<file path="config.mk">
export PLATFORM = sky130hd
export DESIGN_NAME = matmul_job_arbiter
export DESIGN_NICKNAME = d
export VERILOG_FILES = /design/src/rtl/matmul_job_arbiter.sv
export SDC_FILE = /design/constraint.sdc
export NUM_CORES = 1
export LEC_CHECK = 0
export ABC_AREA = 1
export BUFFER_PORTS_ARGS = -buffer_cell sky130_fd_sc_hd__clkbuf_2
export CELL_PAD_IN_SITES_DETAIL_PLACEMENT = 2
export CELL_PAD_IN_SITES_GLOBAL_PLACEMENT = 2
export CORE_AREA = 2 2 175 126
export CTS_CLUSTER_SIZE = 40
export DETAILED_ROUTE_END_ITERATION = 8
export DIE_AREA = 0 0 177 128
export PLACE_DENSITY = 0.75
export SYNTH_ARGS = -nofsm -noshare
export SYNTH_HDL_FRONTEND = slang
export SYNTH_SLANG_ARGS = --single-unit
</file>
<file path="constraint.sdc">
create_clock -name clk -period 1.96 [get_ports clk]
set_input_delay 0.392 -clock clk [delete_from_list [all_inputs] [get_ports clk]]
set_output_delay 0.392 -clock clk [all_outputs]
set_load 0.005 [all_outputs]
</file>
<file path="src/rtl/matmul_job_arbiter.sv">
// matmul_job_arbiter: round-robin sharing of one sequential matrix multiplier between two requesters
// Ports: req*/gnt*/done*/err* per requester; a_in*/b_in* muxed to m_a_in/m_b_in; indices and results
// broadcast (z_stb*/z_ack* routed to owner); m_* drive and observe the multiplier; jobs_done counts jobs.
module matmul_job_arbiter #(
  parameter int M = 4,
  parameter int DW = 32,
  parameter int IW = $clog2(M),
  parameter int TIMEOUT = 4096
) (
  input  logic          clk,
  input  logic          rst,
  input  logic          req0,
  input  logic          req1,
  output logic          gnt0,
  output logic          gnt1,
  output logic          done0,
  output logic          done1,
  output logic          err0,
  output logic          err1,
  input  logic [DW-1:0] a_in0,
  input  logic [DW-1:0] b_in0,
  input  logic [DW-1:0] a_in1,
  input  logic [DW-1:0] b_in1,
  output logic [IW-1:0] a_i,
  output logic [IW-1:0] a_j,
  output logic [IW-1:0] b_i,
  output logic [IW-1:0] b_j,
  output logic [DW-1:0] z_out,
  output logic [IW-1:0] z_i,
  output logic [IW-1:0] z_j,
  output logic          z_stb0,
  output logic          z_stb1,
  input  logic          z_ack0,
  input  logic          z_ack1,
  output logic          m_rst,
  output logic          m_start,
  output logic [DW-1:0] m_a_in,
  output logic [DW-1:0] m_b_in,
  input  logic [IW-1:0] m_a_i,
  input  logic [IW-1:0] m_a_j,
  input  logic [IW-1:0] m_b_i,
  input  logic [IW-1:0] m_b_j,
  input  logic [DW-1:0] m_z_out,
  input  logic [IW-1:0] m_z_i,
  input  logic [IW-1:0] m_z_j,
  input  logic          m_z_stb,
  output logic          m_z_ack,
  input  logic          m_done,
  output logic [15:0]   jobs_done
);
  localparam int CW = $clog2(TIMEOUT + 1);
  typedef enum logic [1:0] {IDLE, CLEAR, RUN, FINISH} state_t;
  state_t r_state, w_next;
  logic r_own, r_ptr;
  logic [CW-1:0] r_cnt;
  logic [15:0] r_jobs;
  logic w_req_own, w_run, w_to, w_kill, w_any;
  assign a_i = m_a_i;
  assign a_j = m_a_j;
  assign b_i = m_b_i;
  assign b_j = m_b_j;
  assign z_out = m_z_out;
  assign z_i = m_z_i;
  assign z_j = m_z_j;
  assign m_a_in = r_own ? a_in1 : a_in0;
  assign m_b_in = r_own ? b_in1 : b_in0;
  assign jobs_done = r_jobs;
  always_comb begin
    w_any = req0 || req1;
    w_req_own = r_own ? req1 : req0;
    w_run = r_state == RUN;
    w_to = w_run && r_cnt == CW'(TIMEOUT - 1);
    // owner dropping req or a timeout tears the job down; this beats m_done
    w_kill = w_run && (!w_req_own || w_to);
    w_next = r_state == IDLE ? (w_any ? CLEAR : IDLE) :
             r_state == CLEAR ? (w_req_own ? RUN : IDLE) :
             w_run ? (w_kill ? IDLE : (m_done ? FINISH : RUN)) : IDLE;
    gnt0 = r_state != IDLE && !r_own;
    gnt1 = r_state != IDLE && r_own;
    done0 = r_state == FINISH && !r_own;
    done1 = r_state == FINISH && r_own;
    err0 = w_to && !r_own;
    err1 = w_to && r_own;
    m_rst = rst || !w_run;
    m_start = w_run;
    z_stb0 = w_run && !w_kill && !r_own && m_z_stb;
    z_stb1 = w_run && !w_kill && r_own && m_z_stb;
    // a strobe caught in a teardown cycle is swallowed here rather than forwarded
    m_z_ack = w_run && (w_kill ? m_z_stb : (r_own ? z_ack1 : z_ack0));
  end
  always_ff @(posedge clk) begin
    if (rst) begin
      r_state <= IDLE;
      r_own <= 1'b0;
      r_ptr <= 1'b0;
      r_cnt <= '0;
      r_jobs <= '0;
    end else begin
      r_state <= w_next;
      if (r_state == IDLE && w_any) r_own <= r_ptr ? req1 : !req0;
      r_cnt <= w_run ? r_cnt + CW'(1) : '0;
      if (r_state == FINISH) r_jobs <= r_jobs + 16'd1;
      if (r_state != IDLE && w_next == IDLE) r_ptr <= !r_own;
    end
  end
endmodule

</file>
### Yosys cells after proc, flatten, opt, wreduce, memory -nomap -nowiden

Index checks and enable logic that the tools add are counted.

* word-level logic and storage cells: 53
* output and inout port bits: 135
* input bits: 180
* flip-flop bits (word level): 33

* bitwise logic cells: 1
* mux-type cells: 13
* reduce and logical (&&, ||, !) cells: 28
* add/subtract/negate cells: 2
* equal/unequal tests: 4

Operators with widths (count)
* $mux W32: 2
* $add A16 B1 Y16 const B: 1
* $logic_and A1 B1 Y1: 16
* $add A13 B1 Y13 const B: 1
* $eq A13 B12 Y1 const B: 1
* $mux W2: 5
* $mux W1: 6
* $logic_not A1 Y1: 5
* $eq A2 B2 Y1 const B: 2
* $logic_not A2 Y1: 2
* $logic_or A1 B1 Y1: 3
* $eq A2 B1 Y1 const B: 1
* $reduce_bool A2 Y1: 1
* $reduce_or A2 Y1: 1
* $not A1 Y1: 1

### Longest topological paths before layout

* word-level depth: 10
* gate-level depth with buffers: 11
* mapped depth without buffers: 11

### Worst setup path before layout

OpenSTA, ideal clock, no wires.

* path type: reg-to-output
* start point: register r_cnt[0]
* end point: output m_z_ack
* path buffers: 0
* cell stages (with the launch flop): 9
* setup slack: 0.230 ns
* data required time: 1.568 ns
* data arrival time: 1.338 ns
* cells stage by stage: dfxtp_1 ha_1 nand3_1 nor2_2 nand2_1 nor2_1 nor2_1 o21ai_0 nor2_1

* word-level cells in the longest chain between the ends: 6

Ends and longest elaborated chain
* start: declaration: line 55 `logic [CW-1:0] r_cnt;`
* start signal: assignment: line 101 `r_cnt <= w_run ? r_cnt + CW'(1) : '0;`
* $eq A13 B12 Y1: line 72 `w_to = w_run && r_cnt == CW'(TIMEOUT - 1);`
* $logic_and A1 B1 Y1: line 72
* $logic_or A1 B1 Y1: line 74 `w_kill = w_run && (!w_req_own || w_to);`
* $logic_and A1 B1 Y1: line 74
* $mux W1: line 89 `m_z_ack = w_run && (w_kill ? m_z_stb : (r_own ? z_ack1 : z_ack0));`
* $logic_and A1 B1 Y1: line 89
* end: declaration: line 47 `output logic m_z_ack,`

Every way passes these cells.

### Worst setup path in the final report

* start point: register r_cnt[1]
* end point: output m_z_ack

The elaborated chain is that of the path after synthesis.

==> flow_metrics.py <==
metrics = {
    "global_route": {
        "grt_util_all_layers_pct": 10.56,
        "number_of_global_route_vias_before_repair": 3579,
        "congestion_overflow_gr": 0,
        "grt_start_max_net_pins": 47,
        "antenna_violations_before_repair": 0,
        "wire_length_of_the_first_global_routing_pass_mm": 18.84,
    },
    "sta": {
        "setup_slack_ps": -8.168,
        "min_period_over_period_pct": 100.4,
        "period_minus_slack_ps": 1968,
        "setup_viol": 1,
        "tightest_slew_ps": 522.9,
        "unrepaired_setup_endpoints_after_global_routing": "yes",
        "hold_viol_final": 0,
        "clock-skew-final_ps": 2.450,
        "final_max_slew_violation_count": 0,
        "achievable-frequency_mhz": 508.1,
        "worst_slew_margin_rel_pct": 65.01,
        "fin_worst_hold_slack_ps": 422.4,
    },
    "final_layout": {
        "layout.cells.non_filler": 949,
        "final_core_utilization_pct": 19.57,
        "final_common_cell": "nand2_1",
        "layout-drive-gt1-share_pct": 41.83,
        "final_cell_area_um2": 4131,
        "insertedDiodeCount": 0,
        "final_net_count": 848,
        "final_cell_mix": "nand2_1 (233), clkbuf_2 (224), nor2_1 (34)",
        "synthToLayoutAreaGrowth_pct": 54.44,
    },
    "worst_setup_path": {
        "path_class": "reg2out",
        "worst_setup_path_start_kind": "register",
        "cells_along_the_critical_path": "ha_4 > nand3_4 > nor2_4 > nand2_2 > nor2_4 > nor2_2 > o21ai_1 > nor2_1 > clkbuf_2",
        "crit_path_frequent_cell": "nor2_4",
        "cpPeakStageDelay_ps": 360,
        "worstPathMaxFanout": 3,
        "cp.arrival_ps": 1580,
        "cp-end-kind": "output port",
        "cp_slowest_cell": "dfxtp_2",
        "worstPathRequired_ps": 1570,
    },
    "pwr": {
        "leakage_nw": 2.321,
        "power_switching_share_pct": 30.31,
        "share_comb_of_total_power_pct": 29.1,
        "vdd_drop_max_v": 0.0002375,
        "power.share.clock_pct": 39.1,
        "power_density_nw_per_um2": 526.0,
        "cellInternalPower_mw": 1.514,
        "p_seq_share_pct": 31.8,
        "p_switching_mw": 0.6587,
    },
    "drt": {
        "drtPass1Iterations": 3,
        "detailroute.via_count": 3587,
        "initialDrtViolationCount": 80,
        "detail_route.wl_per_cell_um": 13.17,
        "routed_wl_mm": 12.50,
        "postRouteAntennaNets": 0,
        "drc": 0,
        "via_per_inst": 3.780,
    },
    "yosys": {
        "synth_seq_area_share_pct": 24.70,
        "synth_flop_cell": "dfxtp_1",
        "synthesis.nets": 659,
        "postSynthAreaPerCell_um2": 5.608,
        "synth_enable_flop_cells": 0,
        "yosys_register_bits": 33,
        "synth_warnings": 0,
        "postSynth.asyncResetShare_pct": 0,
        "post_synth_instance_area_um2": 2675,
        "post_synth_num_cell_types": 30,
        "synthCells": 477,
    },
    "floorplan": {
        "floorplan.core_area_um2": 21110,
        "die_w_um": 177,
        "die-height_um": 128,
        "ioPinCount": 315,
        "placement_rows": 45,
        "floorplan.initialDensity_pct": 12.67,
        "floorplan.die_area_um2": 22660,
    },
    "clock_network": {
        "htreeDepth": 2,
        "cts-root-buf": "clkbuf_16",
        "cts_hold_buf": 0,
        "cts.sink_count": 33,
        "clkTransAtPathRegs_ps": 60,
        "insertion_delay_ps": 280,
        "number_of_buffers_created_by_cts": 5,
        "clk_path_buf_depth": 2,
        "tritoncts": "done",
    },
    "outcome": {
        "outcome": "complete, but fails checks",
        "failing_checks": "negative setup slack",
    },
    "placed_design": {
        "post_dp_cell_area_um2": 3874,
        "gp_routability_congestion": 0.6978,
        "dpl.hpwl_mm": 10.59,
        "buffer_ports.inserted": 226,
        "dpl.cell_count": 938,
    },
    "worst_hold_path": {
        "hold_class": "in2reg",
    },
    "job": {
        "cap_viol_max_count": 0,
    },
}
## stage by stage
step / TNS (ps) / setup slack [ps] / power, mW
floorplan: 0 / 230.4 / 1.034
global placement: 0 / 65.85 / 1.331
detailed placement: 0 / 8.220 / 1.346
CTS: -49.69 / -30.45 / 2.227
global route: -292.0 / -103.2 / 2.336
finish: -8.168 / -8.168 / 2.173
## state kept, by name (all words and copies together) (netlist names)
register   count
jobs_done     16
r_cnt         13
r_own          1
r_ptr          1
r_state        2
## repair_timing
action	CTS	global route
pin swaps	4	2
resized for setup	18	10
setup buffers	3	0
setup endpoints to repair	25	30
## cells in the mapped netlist (all sizes together), types with 2 or more instances
cell | number | area share (%)
nand2 | 237 | 34
buf | 51 | 14
nor2 | 45 | 6.9
dfxtp | 33 | 25
inv | 33 | 4.6
a21oi | 15 | 2.8
o21ai | 13 | 2.4
nand3 | 11 | 2.1
clkbuf | 10 | 1.4
nand4 | 5 | 1.2
nor3 | 5 | 0.94
o21a | 4 | 1.1
xnor2 | 3 | 0.98
ha | 2 | 0.94
nor3b | 2 | 0.75
## per-layer routing
layer  wire length (um)  up-vias  track usage [%]
met5                  0        -                0
met4                149        0            2.625
met3               1398        9            4.982
met2               5735      155            17.03
met1               5217     1636            12.66
li1                   -     1787                -
## kinds of logic after synthesis
logic type | synth area share [%]
xor+xnor | 1.310
fa+ha+maj | 0.9353
buf+inv | 19.88
simple gates | 46.02
compound gates | 7.156
flops | 24.70
## final timing paths
check / slack, ps / cells after the start / endpoint / start
max: -8 / 9 / m_z_ack / r_cnt[1]
min: 420 / 5 / r_state[0] / m_done
max reg2reg: 300 / 10 / jobs_done[14] / jobs_done[1]
min reg2reg: 450 / 1 / r_cnt[0] / r_cnt[0]
## worst max-delay path: cells and delay by family (launching register included)
kind,cells,cell delay (ps)
DFF,1,360
buffers and inverters,1,120
and+or+nand+nor,6,550
adders and majority gates,1,150
AOI/OAI and AO/OA,1,120
## power groups by stage
stage / clock, mW / combinational [mW] / sequential (mW)
global route: 0.921 / 0.722 / 0.692
finish: 0.849 / 0.633 / 0.691
detailed placement: 0 / 0.641 / 0.705
floorplan: 0 / 0.333 / 0.701
global placement: 0 / 0.626 / 0.705
CTS: 0.887 / 0.649 / 0.691
## layout make-up
type                            count  area (um^2)
Inverter                           34        130.1
Sequential cell                    33        670.6
Multi-Input combinational cell    349         1538
Clock inverter                      1        5.005
Timing Repair Buffer              243         1282
Tap cell                          282        352.8
Clock buffer                        7        152.6
Fill cell                        2658        16980
Power figures use the tool's default switching activity.
